**config.mk**
```make
export PLATFORM = sky130hd
export DESIGN_NAME = intensity_recombine_kernel
export DESIGN_NICKNAME = d
export VERILOG_FILES = /design/src/rtl/intensity_recombine_kernel.sv
export SDC_FILE = /design/constraint.sdc
export NUM_CORES = 1
export LEC_CHECK = 0
export ABC_AREA = 1
export BUFFER_PORTS_ARGS = -buffer_cell sky130_fd_sc_hd__buf_2
export CAP_MARGIN = 20
export CORE_AREA = 2 2 197 122
export DETAILED_ROUTE_END_ITERATION = 10
export DIE_AREA = 0 0 199 124
export PLACE_DENSITY_LB_ADDON = 0.08
export SLEW_MARGIN = 5
export SYNTH_ARGS = -nofsm -noshare
export SYNTH_HDL_FRONTEND = slang
export SYNTH_SLANG_ARGS = --single-unit
export TNS_END_PERCENT = 1
```
**constraint.sdc**
```tcl
create_clock -name clk -period 4.1 [get_ports clk]
set_clock_uncertainty 0.15 [all_clocks]
set_input_delay 0.205 -clock clk [delete_from_list [all_inputs] [get_ports clk]]
set_output_delay 0.205 -clock clk [all_outputs]
set_load 0.03 [all_outputs]
```
**src/rtl/intensity_recombine_kernel.sv**
```systemverilog
// Recombines sharpened intensity with the original RGB by applying delta = Y' - Y per channel.
// 4-stage pipeline with a global stall enable; tracks line/frame geometry on output handshakes.
module intensity_recombine_kernel #(
  parameter int PXL_D_WIDTH = 8,
  parameter int HORZ_SIZE   = 1280,
  parameter int VERT_SIZE   = 720
) (
  input  logic                     clk,
  input  logic                     rst_n,
  input  logic [PXL_D_WIDTH*4-1:0] s_axis_tdata,
  input  logic                     s_axis_tvalid,
  input  logic                     s_axis_tuser,
  input  logic                     s_axis_tlast,
  output logic                     s_axis_tready,
  output logic [PXL_D_WIDTH*3-1:0] m_axis_tdata,
  output logic                     m_axis_tvalid,
  output logic                     m_axis_tuser,
  output logic                     m_axis_tlast,
  input  logic                     m_axis_tready,
  output logic [9:0]               line_cnt,
  output logic [15:0]              frame_cnt,
  output logic                     geom_err
);

  localparam int W  = PXL_D_WIDTH;
  localparam int PW = W + 8;
  localparam int CW = (HORZ_SIZE > 1) ? $clog2(HORZ_SIZE) : 1;
  localparam logic [CW-1:0] COL_LAST  = CW'(HORZ_SIZE - 1);
  localparam logic [9:0]    LINE_LAST = 10'(VERT_SIZE - 1);
  localparam logic [W-1:0]  PXL_MAX   = '1;

  logic en;

  logic         s1_vld, s1_user, s1_last;
  logic [W-1:0] s1_r, s1_g, s1_b, s1_yp;

  logic          s2_vld, s2_user, s2_last;
  logic [PW-1:0] s2_pr, s2_pg, s2_pb;
  logic [W-1:0]  s2_r, s2_g, s2_b, s2_yp;

  logic              s3_vld, s3_user, s3_last;
  logic [W-1:0]      s3_r, s3_g, s3_b;
  logic signed [W:0] s3_delta;

  logic           s4_vld, s4_user, s4_last;
  logic [3*W-1:0] s4_dat;

  logic [PW-1:0]     y_sum;
  logic [W-1:0]      y_old;
  logic signed [W:0] delta;

  logic          out_fire, col_is_last, sof_err, sof_seen;
  logic [CW-1:0] col_cnt;
  logic [9:0]    line_base, line_nxt;

  // Coefficients sum to 256, so the weighted sum never exceeds W+8 bits.
  assign y_sum = s2_pr + s2_pg + s2_pb;
  assign y_old = y_sum[PW-1:8];
  assign delta = $signed({1'b0, s2_yp}) - $signed({1'b0, y_old});

  function automatic logic [W-1:0] sat_add(input logic [W-1:0] c, input logic signed [W:0] d);
    logic signed [W+1:0] s;
    s = $signed({2'b00, c}) + $signed({d[W], d});
    if (s[W+1])  return '0;
    else if (s[W]) return PXL_MAX;
    else           return s[W-1:0];
  endfunction

  assign en            = ~s4_vld | m_axis_tready;
  assign s_axis_tready = en;

  always_ff @(posedge clk) begin
    if (!rst_n) begin
      s1_vld <= 1'b0; s1_user <= 1'b0; s1_last <= 1'b0;
      s1_r <= '0; s1_g <= '0; s1_b <= '0; s1_yp <= '0;
      s2_vld <= 1'b0; s2_user <= 1'b0; s2_last <= 1'b0;
      s2_pr <= '0; s2_pg <= '0; s2_pb <= '0;
      s2_r <= '0; s2_g <= '0; s2_b <= '0; s2_yp <= '0;
      s3_vld <= 1'b0; s3_user <= 1'b0; s3_last <= 1'b0;
      s3_r <= '0; s3_g <= '0; s3_b <= '0; s3_delta <= '0;
      s4_vld <= 1'b0; s4_user <= 1'b0; s4_last <= 1'b0; s4_dat <= '0;
    end else if (en) begin
      s1_vld <= s_axis_tvalid;
      if (s_axis_tvalid) begin
        s1_r    <= s_axis_tdata[4*W-1:3*W];
        s1_g    <= s_axis_tdata[3*W-1:2*W];
        s1_b    <= s_axis_tdata[2*W-1:W];
        s1_yp   <= s_axis_tdata[W-1:0];
        s1_user <= s_axis_tuser;
        s1_last <= s_axis_tlast;
      end
      s2_vld <= s1_vld;
      if (s1_vld) begin
        s2_pr   <= PW'(s1_r) * PW'(77);
        s2_pg   <= PW'(s1_g) * PW'(151);
        s2_pb   <= PW'(s1_b) * PW'(28);
        s2_r    <= s1_r;  s2_g <= s1_g;  s2_b <= s1_b;  s2_yp <= s1_yp;
        s2_user <= s1_user;
        s2_last <= s1_last;
      end
      s3_vld <= s2_vld;
      if (s2_vld) begin
        s3_r     <= s2_r;  s3_g <= s2_g;  s3_b <= s2_b;
        s3_delta <= delta;
        s3_user  <= s2_user;
        s3_last  <= s2_last;
      end
      // Output registers only load on valid beats so a bubble leaves the last pixel visible.
      s4_vld <= s3_vld;
      if (s3_vld) begin
        s4_dat  <= {sat_add(s3_r, s3_delta), sat_add(s3_g, s3_delta), sat_add(s3_b, s3_delta)};
        s4_user <= s3_user;
        s4_last <= s3_last;
      end
    end
  end

  assign m_axis_tvalid = s4_vld;
  assign m_axis_tdata  = s4_dat;
  assign m_axis_tuser  = s4_user;
  assign m_axis_tlast  = s4_last;

  assign out_fire    = s4_vld & m_axis_tready;
  assign col_is_last = (col_cnt == COL_LAST);
  assign sof_err     = s4_user & sof_seen & ((col_cnt != '0) | (line_cnt != '0));

  // A start-of-frame restarts the line count before this beat's own tlast is applied.
  always_comb begin
    line_base = s4_user ? '0 : line_cnt;
    line_nxt  = line_base;
    if (s4_last) line_nxt = (line_base == LINE_LAST) ? '0 : line_base + 10'd1;
  end

  always_ff @(posedge clk) begin
    if (!rst_n) begin
      col_cnt   <= '0;
      line_cnt  <= '0;
      frame_cnt <= '0;
      geom_err  <= 1'b0;
      sof_seen  <= 1'b0;
    end else if (out_fire) begin
      col_cnt  <= s4_last ? '0 : col_cnt + CW'(1);
      line_cnt <= line_nxt;
      if (s4_user) begin
        frame_cnt <= frame_cnt + 16'd1;
        sof_seen  <= 1'b1;
      end
      if ((s4_last != col_is_last) | sof_err) geom_err <= 1'b1;
    end
  end

endmodule

```
== Word level (Yosys, flattened, before mapping) ==
Index checks and enable logic that the tools add are counted.
Widths: inputs -> output; s select.

* Register bits after elaboration: 214
* Input bits: 38
* Output and inout port bits: 55
* Logic and storage cells: 73

* $add $sub $neg: 9
* Multiply operators: 3
* Eq/ne operators: 3
* Multiplexer cells: 10
* Bitwise operators: 7
* Reduce and logical (&&, ||, !) cells: 8

{| class="wikitable"
|+ Operator list
! kind !! count
|-
| $mux 8 || 6
|-
| $add 9x9->10 || 3
|-
| $mux 10 || 3
|-
| $add 15x16->16 || 1
|-
| $add 16x1->16 const B || 1
|-
| $add 16x13->16 || 1
|-
| $mul 8x8->16 const B || 1
|-
| $mul 8x7->15 const B || 1
|-
| $reduce_and 2->1 || 6
|-
| $add 11x1->11 const B || 1
|-
| $eq 11x11->1 const B || 1
|-
| $mul 8x3->11 const B || 1
|-
| $mux 11 || 1
|-
| $reduce_bool 11->1 || 1
|-
| $add 10x1->10 const B || 1
|-
| $eq 10x10->1 const B || 1
|-
| $reduce_bool 10->1 || 1
|-
| $sub 8x8->9 || 1
|-
| $and 1x1->1 || 3
|-
| $or 1x1->1 || 3
|-
| $ne 1x1->1 || 1
|-
| $not 1->1 || 1
|}

== Longest topological paths before layout ==
Gate-level depths: netlist of run 1.

* Depth after elaboration: 5
* Depth in mapped cells: 23
* Depth with buffers taken out: 23

== Worst setup path before layout of run 1 ==
OpenSTA, ideal clock, no wires.

* Path type: register -> register
* Start point: register s1_g[4]
* End point: register s2_pg[13]
* Setup time: 109 ps
* Arrival time: 3052 ps
* Data required time: 3841 ps
* Slack: 789 ps
* Cell stages (with the launch flop): 15
* Buffers on the path: 0
* Clock period less this slack: 3311 ps
* Path through: dfxtp_1 > ha_1 > ha_1 > inv_1 > fa_1 > fa_1 > inv_1 > ha_1 > a21o_1 > o21ai_0 > nand3_1 > nand2_1 > nand3_1 > nand2_1 > inv_1

* Word-level cells in the longest chain between the ends: 1

{| class="wikitable"
|+ RTL lines
! item !! RTL line !! text
|-
| start: declaration || 35 || <nowiki>logic [W-1:0] s1_r, s1_g, s1_b, s1_yp;</nowiki>
|-
| start signal: assignment || 86 || <nowiki>s1_g <= s_axis_tdata[3*W-1:2*W];</nowiki>
|-
| $mul 8x8->16 || 95 || <nowiki>s2_pg <= PW'(s1_g) * PW'(151);</nowiki>
|-
| end signal: assignment || 95 ||
|-
| end: declaration || 38 || <nowiki>logic [PW-1:0] s2_pr, s2_pg, s2_pb;</nowiki>
|}

Every way passes these cells.
A chain may end at the register's enable or synchronous reset.

== Final worst setup path of run 1 ==
* Start point: register s1_g[7]
* End point: register s2_pg[10]

Same word-level chain as after synthesis.

==> results of run 1 <==
-- cells by family after synthesis --
family,Yosys count
flops,210
compound gates,325
simple gates,804
xor+xnor,39
fa+ha+maj,183
buf+inv,332
-- repair_timing --
item / CTS / global route
endpoints found under the hold margin: 50 / 0
hold buffers: 51 / 0
setup buffers: 0 / 0
-- stage by stage --
step                worst slack, ns  hold WS, ns
floorplan                     0.789        0.219
global placement              0.484        0.288
detailed placement            0.420        0.298
CTS                           0.408        0.201
global route                  0.194        0.225
finish                        0.344        0.209
-- final cells by class --
type	count	area (sq um)
Antenna cell	1	2.50
Clock buffer	26	607
Clock inverter	14	211
Fill cell	1991	7200
Inverter	278	1050
Multi-Input combinational cell	1351	8040
Sequential cell	210	4200
Tap cell	315	394
Timing Repair Buffer	153	1050
-- report_power, final --
part	internal, mW	total [mW]	switching, mW
combinational	0.570	1.54	0.974
clock	1.38	2.26	0.874
sequential	2.15	2.27	0.123
-- state kept, by name (all words and copies together), names as in the netlist, 9 cells and up --
register      cells
line_cnt         10
s2_pr            13
s2_pb            10
col_cnt          11
frame_cnt        16
s2_pg            16
m_axis_tdata     24
s3_delta          9
-- placed cells by master (no fill, tap or decap), types with 45 or more instances in the layout --
cell type | Yosys | layout
sky130_fd_sc_hd__nand2_1 | 355 | 355
sky130_fd_sc_hd__nor2_1 | 294 | 294
sky130_fd_sc_hd__inv_1 | 269 | 269
sky130_fd_sc_hd__dfxtp_1 | 210 | 210
sky130_fd_sc_hd__o21ai_0 | 150 | 150
sky130_fd_sc_hd__a21oi_1 | 139 | 139
sky130_fd_sc_hd__ha_1 | 138 | 138
sky130_fd_sc_hd__buf_2 | 17 | 91
sky130_fd_sc_hd__nand3_1 | 74 | 74
sky130_fd_sc_hd__dlygate4sd3_1 | 0 | 51
sky130_fd_sc_hd__fa_1 | 45 | 45
-- worst min-delay path by stage --
stage,to,slack (ns),startpoint
2_1_floorplan,s1_b[7],0.22,s_axis_tdata[15]
3_3_place_gp,geom_err,0.29,geom_err
3_5_place_dp,geom_err,0.30,geom_err
4_1_cts,s1_vld,0.20,s_axis_tvalid
5_1_grt,s1_vld,0.23,s_axis_tvalid
6_report,s1_vld,0.21,s_axis_tvalid
-- critical path, cell delays in order, from the launching register on --
cell	delay [ns]
sky130_fd_sc_hd__dfxtp_1	0.49
sky130_fd_sc_hd__ha_1	0.30
sky130_fd_sc_hd__ha_1	0.27
sky130_fd_sc_hd__inv_1	0.05
sky130_fd_sc_hd__fa_1	0.53
sky130_fd_sc_hd__inv_1	0.05
sky130_fd_sc_hd__fa_1	0.47
sky130_fd_sc_hd__ha_1	0.40
sky130_fd_sc_hd__nand2_1	0.12
sky130_fd_sc_hd__nor2_1	0.18
sky130_fd_sc_hd__nand2_1	0.08
sky130_fd_sc_hd__nand3_1	0.09
sky130_fd_sc_hd__xor2_1	0.26
sky130_fd_sc_hd__o21ai_0	0.12
sky130_fd_sc_hd__inv_1	0.12
-- synth_stat cells, drive strengths merged --
| cell | number |
|---|---|
| xnor2 | 8 |
| a21o | 3 |
| fa | 45 |
| nand4 | 27 |
| or2 | 4 |
| nor3b | 1 |
| a211oi | 3 |
| nor4 | 2 |
| o21bai | 6 |
| nand2b | 1 |
| nor3 | 21 |
| inv | 277 |
| nand3 | 76 |
| o22ai | 1 |
| dfxtp | 210 |
| xor2 | 31 |
| o21ai | 161 |
| clkbuf | 27 |
| a21boi | 2 |
| buf | 27 |
| nor2 | 298 |
| o211ai | 1 |
| nand2 | 361 |
| o21a | 3 |
| a21oi | 142 |
| clkinv | 1 |
| ha | 138 |
| nand3b | 12 |
| a31oi | 3 |
| and2 | 1 |
-- layer usage --
layer / track usage (%) / vias to the layer above / wire length [um]
met4: 4.57 / 0 / 408
met5: 0 / - / 0
met2: 43.8 / 428 / 14600
met3: 8.80 / 35 / 3720
li1: - / 6314 / -
met1: 46.7 / 5788 / 18500
==> impl_table.tex, run 1 <==
\begin{tabular}{lr}
\hline
Metric & Value \\
\hline
\multicolumn{2}{l}{\textbf{Status}} \\
Outcome & completed \\
\multicolumn{2}{l}{\textbf{Global route}} \\
Pin count of the biggest net entering global routing & 93 \\
Initial antenna violation count & 1 \\
Combined global-route utilization of all metal layers & 30.9\% \\
Via count of the first global-routing pass & 11500 \\
Congestion Overflow GR & 0 \\
Global-route wire length before repair & 59400 um \\
\multicolumn{2}{l}{\textbf{Setup path}} \\
Source of the critical timing path & s1\_g[7] \\
Capture point of the worst path & s2\_pg[10] \\
Crit path kind & reg2reg \\
CP endpoint kind & flip-flop \\
Slack of the worst reg-to-reg path & 0.34 ns \\
R2R Path End & s2\_pg[10] \\
Launch instance of the worst register-to-register path & s1\_g[7] \\
WP data required & 4.40 ns \\
Element type at the critical path start & flip-flop \\
Cell depth of the worst flop-to-flop path & 14 \\
Arrival time reported for the critical path endpoint & 4.05 ns \\
Maximum fanout along the worst path & 7 \\
\multicolumn{2}{l}{\textbf{Timing}} \\
Max-slew violations & 0 \\
Slew of the pin with the lowest slew margin & 0.861 ns \\
Final setup viols & 0 \\
Highest clock frequency the design can meet & 266 MHz \\
Final cycle utilization of the critical path & 91.6\% \\
Sum of negative setup slack & 0 ns \\
Slew margin rel. & 42.5\% \\
Hold Vio Cnt, Final & 0 \\
Min cycle time layout & 3.76 ns \\
RSZ-0062 raised after global routing & false \\
\multicolumn{2}{l}{\textbf{Finish}} \\
Layout cells sized above 1 & 8.51\% \\
Fin cells & 2348 \\
Final instance area & 15600 sq um \\
Layout net count & 2237 \\
Area Growth Syn to Fin & 14.8\% \\
Final Util & 68.4\% \\
\multicolumn{2}{l}{\textbf{Logic synthesis}} \\
Library cells used by synthesis & 45 \\
Count of state elements after synthesis & 210 \\
Share of the synthesized area in compound gates (AO/OA/AOI/OAI) & 12.6\% \\
Area share of fa/ha/maj cells after synthesis & 19.4\% \\
Part of the Yosys area used for sequential elements & 31.0\% \\
Count of synthesis-stage warnings from yosys & 0 \\
Share of synthesized area spent on multiplexers & 0\% \\
Syn Std Cell Area & 13500 sq um \\
Area share of and/or/nand/nor cells after synthesis & 24.9\% \\
Net count after synthesis & 2114 \\
Combinational family with the most area after synthesis & simple AND/OR/NAND/NOR gates \\
Share of the synthesized netlist area taken by xor and xnor gates & 2.52\% \\
Mapped Cells & 1893 \\
Fraction of synthesized cell area taken by the top area cell type & 31.0\% \\
Cell types occupying the most area after synthesis & sky130\_fd\_sc\_hd\_\_dfxtp\_1 31\%, sky130\_fd\_sc\_hd\_\_ha\_1 13\%, sky130\_fd\_sc\_hd\_\_nand2\_1 9.8\% \\
Mean post-synth cell area & 7.16 sq um \\
Cell type with the highest aggregate area in the netlist & sky130\_fd\_sc\_hd\_\_dfxtp\_1 \\
\multicolumn{2}{l}{\textbf{CTS}} \\
Inserted Clock Buffers & 22 \\
Clock H-tree levels & 1 \\
Clock tree root driver cell & sky130\_fd\_sc\_hd\_\_clkbuf\_16 \\
Worst-Skew Late Latency & 0.52 ns \\
Clock net sink count & 210 \\
TritonCTS clock tree & yes \\
Maximum buffer depth of the clock tree & 3 \\
Quantity of gates resized following cts & 0 \\
Clock-pin slew on the worst setup and hold paths & 0.07 ns \\
\multicolumn{2}{l}{\textbf{Place}} \\
Post-Place Cells & 2256 \\
Count of input and output buffers & 92 \\
DP HPWL & 28100 um \\
Post-Place Cell Area & 14200 sq um \\
Final estimated routing congestion in global placement & 0.967 \\
\multicolumn{2}{l}{\textbf{Detailed routing}} \\
Detailed-route via count & 12600 \\
Post-route DRC & 0 \\
TritonRoute pass-1 iters & 5 \\
ANT nets after route & 0 \\
Routed Wire Length & 37200 um \\
Via-to-Cell Ratio & 5.35 \\
Routed wire length per instance & 15.8 um \\
Iter 0 DRT Violations & 911 \\
\multicolumn{2}{l}{\textbf{Hold path}} \\
Worst hold stages & 3 \\
Path category of the worst min-delay check & in2reg \\
\multicolumn{2}{l}{\textbf{Floorplan}} \\
Row Count & 43 \\
Core Area & 22800 sq um \\
IO Pins & 93 \\
Starting density of the core & 59.5\% \\
Die X & 199 um \\
Total die area & 24700 sq um \\
Die height & 124 um \\
\multicolumn{2}{l}{\textbf{Flow run}} \\
Count of maximum capacitance violations & 0 \\
\multicolumn{2}{l}{\textbf{Pwr}} \\
Worst voltage drop across the vdd grid & 0.324 mV \\
Power density cells & 390 nW/um\^{}2 \\
Static leakage & 7.85 nW \\
Power consumption & 6.07 mW \\
\hline
\end{tabular}
(Power assumes the default switching activity.)
==> run 2: changes to the inputs <==
Settings changed: CELL_PAD_IN_SITES_DETAIL_PLACEMENT set to 1, CELL_PAD_IN_SITES_GLOBAL_PLACEMENT set to 1, CORE_AREA 2 2 197 122 to 2 2 227 140, DIE_AREA 0 0 199 124 to 0 0 229 142.
==> run 2 against run 1 <==
Effect of this change: critical path depth stayed put; setup slack better by 0.011 ns; cell count grew 4.2%; register-to-register slack barely moved; fmax is 0.29% higher; sequential power about the same; clock power barely moved; cell area increased by 0.57%; combinational power is 3% higher; critical path type unchanged.
==> impl_table.tex, run 2 (synthesis gave the netlist of run 1 again) <==
\begin{tabular}{lr}
\hline
Metric & Value \\
\hline
\multicolumn{2}{l}{\textbf{Timing}} \\
Highest clock frequency the design can meet & 267 MHz (+0.29\%) \\
Max-slew violations & 0 (unchanged) \\
Final setup viols & 0 (unchanged) \\
Final cycle utilization of the critical path & 91.4\% (-0.26 points) \\
Min cycle time layout & 3.75 ns (-0.0108 ns) \\
Minimum setup slack in the final design & 0.355 ns (+0.0108 ns) \\
Hold Vio Cnt, Final & 0 (unchanged) \\
Slew margin rel. & 45.2\% (+2.7 points) \\
RSZ-0062 raised after global routing & false \\
Smallest hold slack & 0.311 ns (+0.101 ns) \\
Sum of negative setup slack & 0 ns (unchanged) \\
Slew of the pin with the lowest slew margin & 0.818 ns (-0.0421 ns) \\
\multicolumn{2}{l}{\textbf{CTS}} \\
Clock tree root driver cell & sky130\_fd\_sc\_hd\_\_clkbuf\_16 \\
Clock net sink count & 210 (unchanged) \\
Clock-pin slew on the worst setup and hold paths & 0.07 ns (about the same) \\
TritonCTS clock tree & yes \\
Worst-Skew Late Latency & 0.55 ns (+0.03 ns) \\
Maximum buffer depth of the clock tree & 3 (unchanged) \\
Inserted Clock Buffers & 23 (+4.5\%) \\
\# Post-CTS Setup Buffers & 0 (unchanged) \\
Clock H-tree levels & 1 (unchanged) \\
Quantity of gates resized following cts & 0 (unchanged) \\
\multicolumn{2}{l}{\textbf{Hold path}} \\
Path category of the worst min-delay check & reg2reg \\
\multicolumn{2}{l}{\textbf{Floorplan}} \\
Total die area & 32500 sq um (+32\%) \\
IO Pins & 93 (unchanged) \\
Die height & 142 um (+15\%) \\
Core Area & 30500 sq um (+34\%) \\
Die X & 229 um (+15\%) \\
Row Count & 50 (+16\%) \\
Starting density of the core & 44.4\% (-15 points) \\
\multicolumn{2}{l}{\textbf{Finish}} \\
Layout cells sized above 1 & 8.47\% (-0.041 points) \\
Most common library cell in the layout ignoring fill and taps & sky130\_fd\_sc\_hd\_\_nand2\_1 \\
Layout net count & 2235 (-0.089\%) \\
Flip-flop count of the largest register after layout & 24 (unchanged) \\
Final instance area & 15600 sq um (+0.57\%) \\
Leading cell types in the layout, fill and taps excluded & 355 x sky130\_fd\_sc\_hd\_\_nand2\_1, 294 x sky130\_fd\_sc\_hd\_\_nor2\_1, 269 x sky130\_fd\_sc\_hd\_\_inv\_1 \\
Number of antenna cells inserted & 0 (-1) \\
Fin cells & 2446 (+4.2\%) \\
Area Growth Syn to Fin & 15.5\% \\
\multicolumn{2}{l}{\textbf{Global route}} \\
Pin count of the biggest net entering global routing & 96 (+3.2\%) \\
Global-route wire length before repair & 71500 um (+20\%) \\
Via count of the first global-routing pass & 13100 (+13\%) \\
Initial antenna violation count & 0 (-1) \\
Combined global-route utilization of all metal layers & 27.7\% (-3.2 points) \\
Congestion Overflow GR & 0 (unchanged) \\
\multicolumn{2}{l}{\textbf{Pwr}} \\
Power density cells & 391 nW/um\^{}2 (+0.29\%) \\
Switching part of the total power & 34.0\% (+1.5 points) \\
Worst voltage drop across the vdd grid & 0.267 mV (-18\%) \\
Switching component of the power & 2.08 mW (+5.4\%) \\
Static leakage & 7.83 nW (-0.20\%) \\
Portion of total power attributed to the clock network & 37.1\% (about the same) \\
Part of the power in registers & 37.2\% (-0.2 points) \\
Internal Dissipation & 4.04 mW (-1.3\%) \\
Logic gate share of total power & 25.8\% (+0.4 points) \\
\multicolumn{2}{l}{\textbf{Detailed routing}} \\
Iter 0 DRT Violations & 752 (-17\%) \\
Via-to-Cell Ratio & 5.20 (-2.8\%) \\
Detailed-route via count & 12700 (+1.2\%) \\
ANT nets after route & 0 (unchanged) \\
Post-route DRC & 0 (unchanged) \\
TritonRoute pass-1 iters & 5 (unchanged) \\
Routed Wire Length & 44500 um (+20\%) \\
Routed wire length per instance & 18.2 um (+15\%) \\
\multicolumn{2}{l}{\textbf{Place}} \\
DP HPWL & 34200 um (+22\%) \\
Count of input and output buffers & 92 (unchanged) \\
Post-Place Cell Area & 14400 sq um (+1.1\%) \\
Post-Place Cells & 2358 (+4.5\%) \\
Setup Slack @ Placement & 0.461 ns (+0.0404 ns) \\
Final estimated routing congestion in global placement & 0.910 (-5.9\%) \\
\multicolumn{2}{l}{\textbf{Setup path}} \\
CP endpoint kind & flip-flop \\
Element type at the critical path start & flip-flop \\
Slack of the worst reg-to-reg path & 0.35 ns (about the same) \\
Cell depth of the worst flop-to-flop path & 14 (unchanged) \\
Max incr delay on CP & 0.54 ns (about the same) \\
WP data required & 4.44 ns (+0.04 ns) \\
Cell at the slowest stage of the critical path & sky130\_fd\_sc\_hd\_\_fa\_1 \\
Crit path kind & reg2reg \\
Worst path cell trace & ha\_1, ha\_1, inv\_1, fa\_1, inv\_1, fa\_1, ha\_1, nand2\_1, nor2\_1, nand2\_1, nand3\_1, xor2\_1, o21ai\_0, inv\_1 \\
Launch instance of the worst register-to-register path & s1\_g[7] \\
Source of the critical timing path & s1\_g[7] \\
Capture point of the worst path & s2\_pg[10] \\
Maximum fanout along the worst path & 7 (unchanged) \\
Arrival time reported for the critical path endpoint & 4.09 ns (+0.04 ns) \\
R2R Path End & s2\_pg[10] \\
\multicolumn{2}{l}{\textbf{Flow run}} \\
Count of maximum capacitance violations & 0 (unchanged) \\
\multicolumn{2}{l}{\textbf{Status}} \\
Outcome & completed \\
\hline
\end{tabular}
## run 2: cell types whose count changed in the layout (fill, tap and decap cells not counted), sizes merged
cell	change
clkbuf	+3
buf	+1
bufinv	-1
clkinv	-1
dlygate4sd3	-4
diode	-1
## run 2: area by class of cell
cell class	count	area, sq um
clock buffers	29	618
flip-flops and latches	210	4200
well taps	416	520
inverters	278	1050
clock inverters	12	173
multi-input cells	1351	8040
fillers	3965	14900
repair buffers	150	1040
## run 2: how the worst min path moves through the flow
stage	start	slack, ns	cells past startpoint	to
after floorplan	s_axis_tdata[15]	0.22	2	s1_b[7]
after global placement	m_axis_tdata[21]	0.30	2	m_axis_tdata[21]
after detailed placement	m_axis_tdata[4]	0.30	2	m_axis_tdata[4]
after CTS	s_axis_tdata[10]	0.30	4	s1_b[2]
after global routing	m_axis_tdata[16]	0.34	2	m_axis_tdata[16]
final	m_axis_tdata[18]	0.31	2	m_axis_tdata[18]
## run 2: power by group through the flow
stage | Combinational, mW | Sequential, mW | Clock [mW]
after floorplan | 1.07 | 2.27 | 0
after global placement | 1.47 | 2.31 | 0
after detailed placement | 1.52 | 2.32 | 0
after CTS | 1.57 | 2.27 | 2.30
after global routing | 1.80 | 2.29 | 2.38
final | 1.58 | 2.27 | 2.27
## run 2: layer usage
layer / wire length, um / GRT usage [%] / vias to the layer above / part of all wire [%]
met5: 0 / 0 / - / 0
met4: 703 / 4.72 / 0 / 1.6
met3: 2750 / 5.55 / 45 / 6.2
met2: 17800 / 40.0 / 258 / 40
met1: 23300 / 42.5 / 6118 / 52
li1: - / - / 6298 / -
## run 2: metrics by stage
step	power [mW]	util, %
floorplan	3.34	-
global placement	3.78	47.1
detailed placement	3.83	47.1
CTS	6.14	51.2
global route	6.47	51.2
finish	6.12	51.2
## run 2: repair_timing
item	CTS	global route
hold endpoints to repair	47	0
setup endpoints to repair	0	0
hold buffers	47	0
## run 2: worst max-delay path, delay by kind of cell, from the launching register on
family          cells  cell delay [ns]
fa+ha+maj           5             2.02
flops               1             0.49
simple gates        4             0.49
xor+xnor            1             0.24
buf+inv             3             0.18
compound gates      1             0.11
==> run 3: changes to the inputs <==
Settings changed: CORE_AREA 2 2 227 140 to 2 2 177 179, DIE_AREA 0 0 229 142 to 0 0 179 181, SLEW_MARGIN 5 to not set.
==> run 3 against run 2 <==
Effect of this change: sequential power barely moved; global-route usage fell by 3.0 points; highest routed layer unchanged; cell area barely moved; fmax rose by 2.8%; flip-flop and latch count did not move; largest cell class unchanged; hold slack got worse by 0.098 ns.
==> impl_table.tex, run 3 (synthesis gave the netlist of run 1 again) <==
\begin{tabular}{lr}
\hline
Metric & Value \\
\hline
\multicolumn{2}{l}{\textbf{Global route}} \\
Congestion Overflow GR & 0 (unchanged) \\
Global-route wire length before repair & 64800 um (-9.4\%) \\
Via count of the first global-routing pass & 12800 (-2.1\%) \\
Initial antenna violation count & 0 (unchanged) \\
Pin count of the biggest net entering global routing & 85 (-11\%) \\
Combined global-route utilization of all metal layers & 24.7\% (-3.0 points) \\
\multicolumn{2}{l}{\textbf{Finish}} \\
Layout cells sized above 1 & 8.30\% (-0.18 points) \\
Leading cell types in the layout, fill and taps excluded & 355 x sky130\_fd\_sc\_hd\_\_nand2\_1, 294 x sky130\_fd\_sc\_hd\_\_nor2\_1, 269 x sky130\_fd\_sc\_hd\_\_inv\_1 \\
Flip-flop count of the largest register after layout & 24 (unchanged) \\
Final Util & 51.5\% (+0.27 points) \\
Area Growth Syn to Fin & 15.4\% (about the same) \\
Layout net count & 2226 (-0.40\%) \\
Most common library cell in the layout ignoring fill and taps & sky130\_fd\_sc\_hd\_\_nand2\_1 \\
\# fillers & 3927 (-0.96\%) \\
\multicolumn{2}{l}{\textbf{Place}} \\
Final estimated routing congestion in global placement & 0.896 (-1.5\%) \\
DP HPWL & 29300 um (-14\%) \\
Setup Slack @ Placement & 0.456 ns (-0.00434 ns) \\
Count of input and output buffers & 92 (unchanged) \\
\multicolumn{2}{l}{\textbf{Setup path}} \\
Crit path kind & reg2reg \\
Capture point of the worst path & s2\_pg[13] \\
Maximum fanout along the worst path & 7 (unchanged) \\
Launch instance of the worst register-to-register path & s1\_g[4] \\
Cell depth of the worst flop-to-flop path & 14 (unchanged) \\
Source of the critical timing path & s1\_g[4] \\
Slack of the worst reg-to-reg path & 0.46 ns (+0.10 ns) \\
Arrival time reported for the critical path endpoint & 3.93 ns (-0.16 ns) \\
R2R Path End & s2\_pg[13] \\
Element type at the critical path start & flip-flop \\
CP endpoint kind & flip-flop \\
WP data required & 4.38 ns (-0.06 ns) \\
\multicolumn{2}{l}{\textbf{CTS}} \\
Clock net sink count & 210 (unchanged) \\
Clock tree root driver cell & sky130\_fd\_sc\_hd\_\_clkbuf\_16 \\
Inserted Clock Buffers & 26 (+13\%) \\
Clock H-tree levels & 1 (unchanged) \\
Quantity of gates resized following cts & 0 (unchanged) \\
Clock-pin slew on the worst setup and hold paths & 0.06 ns (about the same) \\
\# Post-CTS Setup Buffers & 0 (unchanged) \\
Worst-Skew Late Latency & 0.54 ns (about the same) \\
Post-CTS Hold Fix Bufs & 41 (-13\%) \\
Maximum buffer depth of the clock tree & 3 (unchanged) \\
TritonCTS clock tree & yes \\
\multicolumn{2}{l}{\textbf{Detailed routing}} \\
Via-to-Cell Ratio & 5.12 (-1.5\%) \\
Detailed-route via count & 12400 (-2.4\%) \\
Post-route DRC & 0 (unchanged) \\
Iter 0 DRT Violations & 551 (-27\%) \\
Top layer reached by signal wires & met4 \\
Sum of routed wire segments on met1 & 17800 um (-24\%) \\
Routed Wire Length & 39200 um (-12\%) \\
ANT nets after route & 0 (unchanged) \\
Routed wire length per instance & 16.2 um (-11\%) \\
Detailed route wirelength on metal2 & 19600 um (+11\%) \\
Met3 WL post-DR & 1090 um (-61\%) \\
TritonRoute pass-1 iters & 5 (unchanged) \\
\multicolumn{2}{l}{\textbf{Timing}} \\
Max-slew violations & 0 (unchanged) \\
Min cycle time layout & 3.64 ns (-0.102 ns) \\
Sum of negative setup slack & 0 ns (unchanged) \\
Hold Vio Cnt, Final & 0 (unchanged) \\
RSZ-0062 raised after global routing & false \\
Final cycle utilization of the critical path & 88.9\% (-2.5 points) \\
Final setup viols & 0 (unchanged) \\
Slew of the pin with the lowest slew margin & 0.948 ns (+0.129 ns) \\
Slew margin rel. & 36.7\% (-8.5 points) \\
Highest clock frequency the design can meet & 274 MHz (+2.8\%) \\
Minimum setup slack in the final design & 0.457 ns (+0.102 ns) \\
\multicolumn{2}{l}{\textbf{Floorplan}} \\
Total die area & 32400 sq um (-0.37\%) \\
Core Area & 30300 sq um (-0.59\%) \\
Starting density of the core & 44.6\% (+0.26 points) \\
Die X & 179 um (-22\%) \\
IO Pins & 93 (unchanged) \\
Row Count & 64 (+28\%) \\
Die height & 181 um (+27\%) \\
\multicolumn{2}{l}{\textbf{Pwr}} \\
Worst voltage drop across the vdd grid & 0.290 mV (+8.5\%) \\
Static leakage & 7.84 nW (+0.13\%) \\
Power density cells & 402 nW/um\^{}2 (+2.6\%) \\
\multicolumn{2}{l}{\textbf{Flow run}} \\
Count of maximum capacitance violations & 0 (unchanged) \\
\multicolumn{2}{l}{\textbf{Hold path}} \\
Path category of the worst min-delay check & in2reg \\
\multicolumn{2}{l}{\textbf{Status}} \\
Outcome & completed \\
\hline
\end{tabular}
run 3: cell types whose count changed in the layout (fill, tap and decap cells not counted):
| cell | change |
|---|---|
| sky130_fd_sc_hd__dlygate4sd3_1 | -6 |
| sky130_fd_sc_hd__clkbuf_1 | +5 |
| sky130_fd_sc_hd__buf_4 | -4 |
| sky130_fd_sc_hd__clkbuf_16 | +3 |
| sky130_fd_sc_hd__buf_12 | -2 |
| sky130_fd_sc_hd__bufinv_16 | +2 |
| sky130_fd_sc_hd__clkinvlp_4 | -2 |
| sky130_fd_sc_hd__clkinv_2 | -1 |
| sky130_fd_sc_hd__clkinv_4 | -1 |
| sky130_fd_sc_hd__clkinv_8 | +1 |
| sky130_fd_sc_hd__diode_2 | +1 |
run 3: routing by layer:
layer  global-route usage [%]  up-vias
li1                         -     6301
met3                     2.95       51
met4                     5.27        0
met5                        0        -
met1                     31.0     5912
met2                     44.8      147
run 3: where the power goes:
group          switching [mW]  internal [mW]
Combinational           0.938          0.559
Sequential              0.119           2.15
Clock                   0.926           1.59
run 3: area by class of cell:
class                   count  area [sq um]  share of cell area [%]
repair buffers            138           911                    5.83
flip-flops and latches    210          4200                    26.9
clock buffers              37           712                    4.55
multi-input cells        1351          8040                    51.4
inverters                 278          1050                    6.71
well taps                 396           495                    3.17
diodes                      1          2.50                  0.0160
clock inverters            11           220                    1.41
run 3: metrics by stage:
stage	total power, mW	cell area [sq um]	instances	hold WS, ns
3_3_place_gp	3.73	14300	2332	0.289
6_report	6.28	15600	2422	0.213
4_1_cts	6.35	15600	2421	0.205
3_5_place_dp	3.78	14300	2332	0.291
5_1_grt	6.67	15600	2421	0.236
2_1_floorplan	3.34	13500	1893	0.219
run 3: how the worst min path moves through the flow:
stage,from,end,slack (ns),cells after the start
2_1_floorplan,s_axis_tdata[15],s1_b[7],0.22,2
3_3_place_gp,geom_err,geom_err,0.29,2
3_5_place_dp,geom_err,geom_err,0.29,2
4_1_cts,s_axis_tvalid,s1_vld,0.20,3
5_1_grt,s_axis_tvalid,s1_vld,0.24,3
6_report,s_axis_tvalid,s1_vld,0.21,3
run 3: critical path, stage by stage, from the launching register on:
cell and delay, ns:
sky130_fd_sc_hd__dfxtp_1 0.51, sky130_fd_sc_hd__ha_1 0.30, sky130_fd_sc_hd__ha_1 0.27, sky130_fd_sc_hd__inv_1 0.05
sky130_fd_sc_hd__fa_1 0.50, sky130_fd_sc_hd__fa_1 0.55, sky130_fd_sc_hd__inv_1 0.04, sky130_fd_sc_hd__ha_1 0.35
sky130_fd_sc_hd__a21o_1 0.21, sky130_fd_sc_hd__o21ai_0 0.24, sky130_fd_sc_hd__nand3_1 0.10, sky130_fd_sc_hd__nand2_1 0.07
sky130_fd_sc_hd__nand3_1 0.06, sky130_fd_sc_hd__nand2_1 0.09, sky130_fd_sc_hd__inv_1 0.04
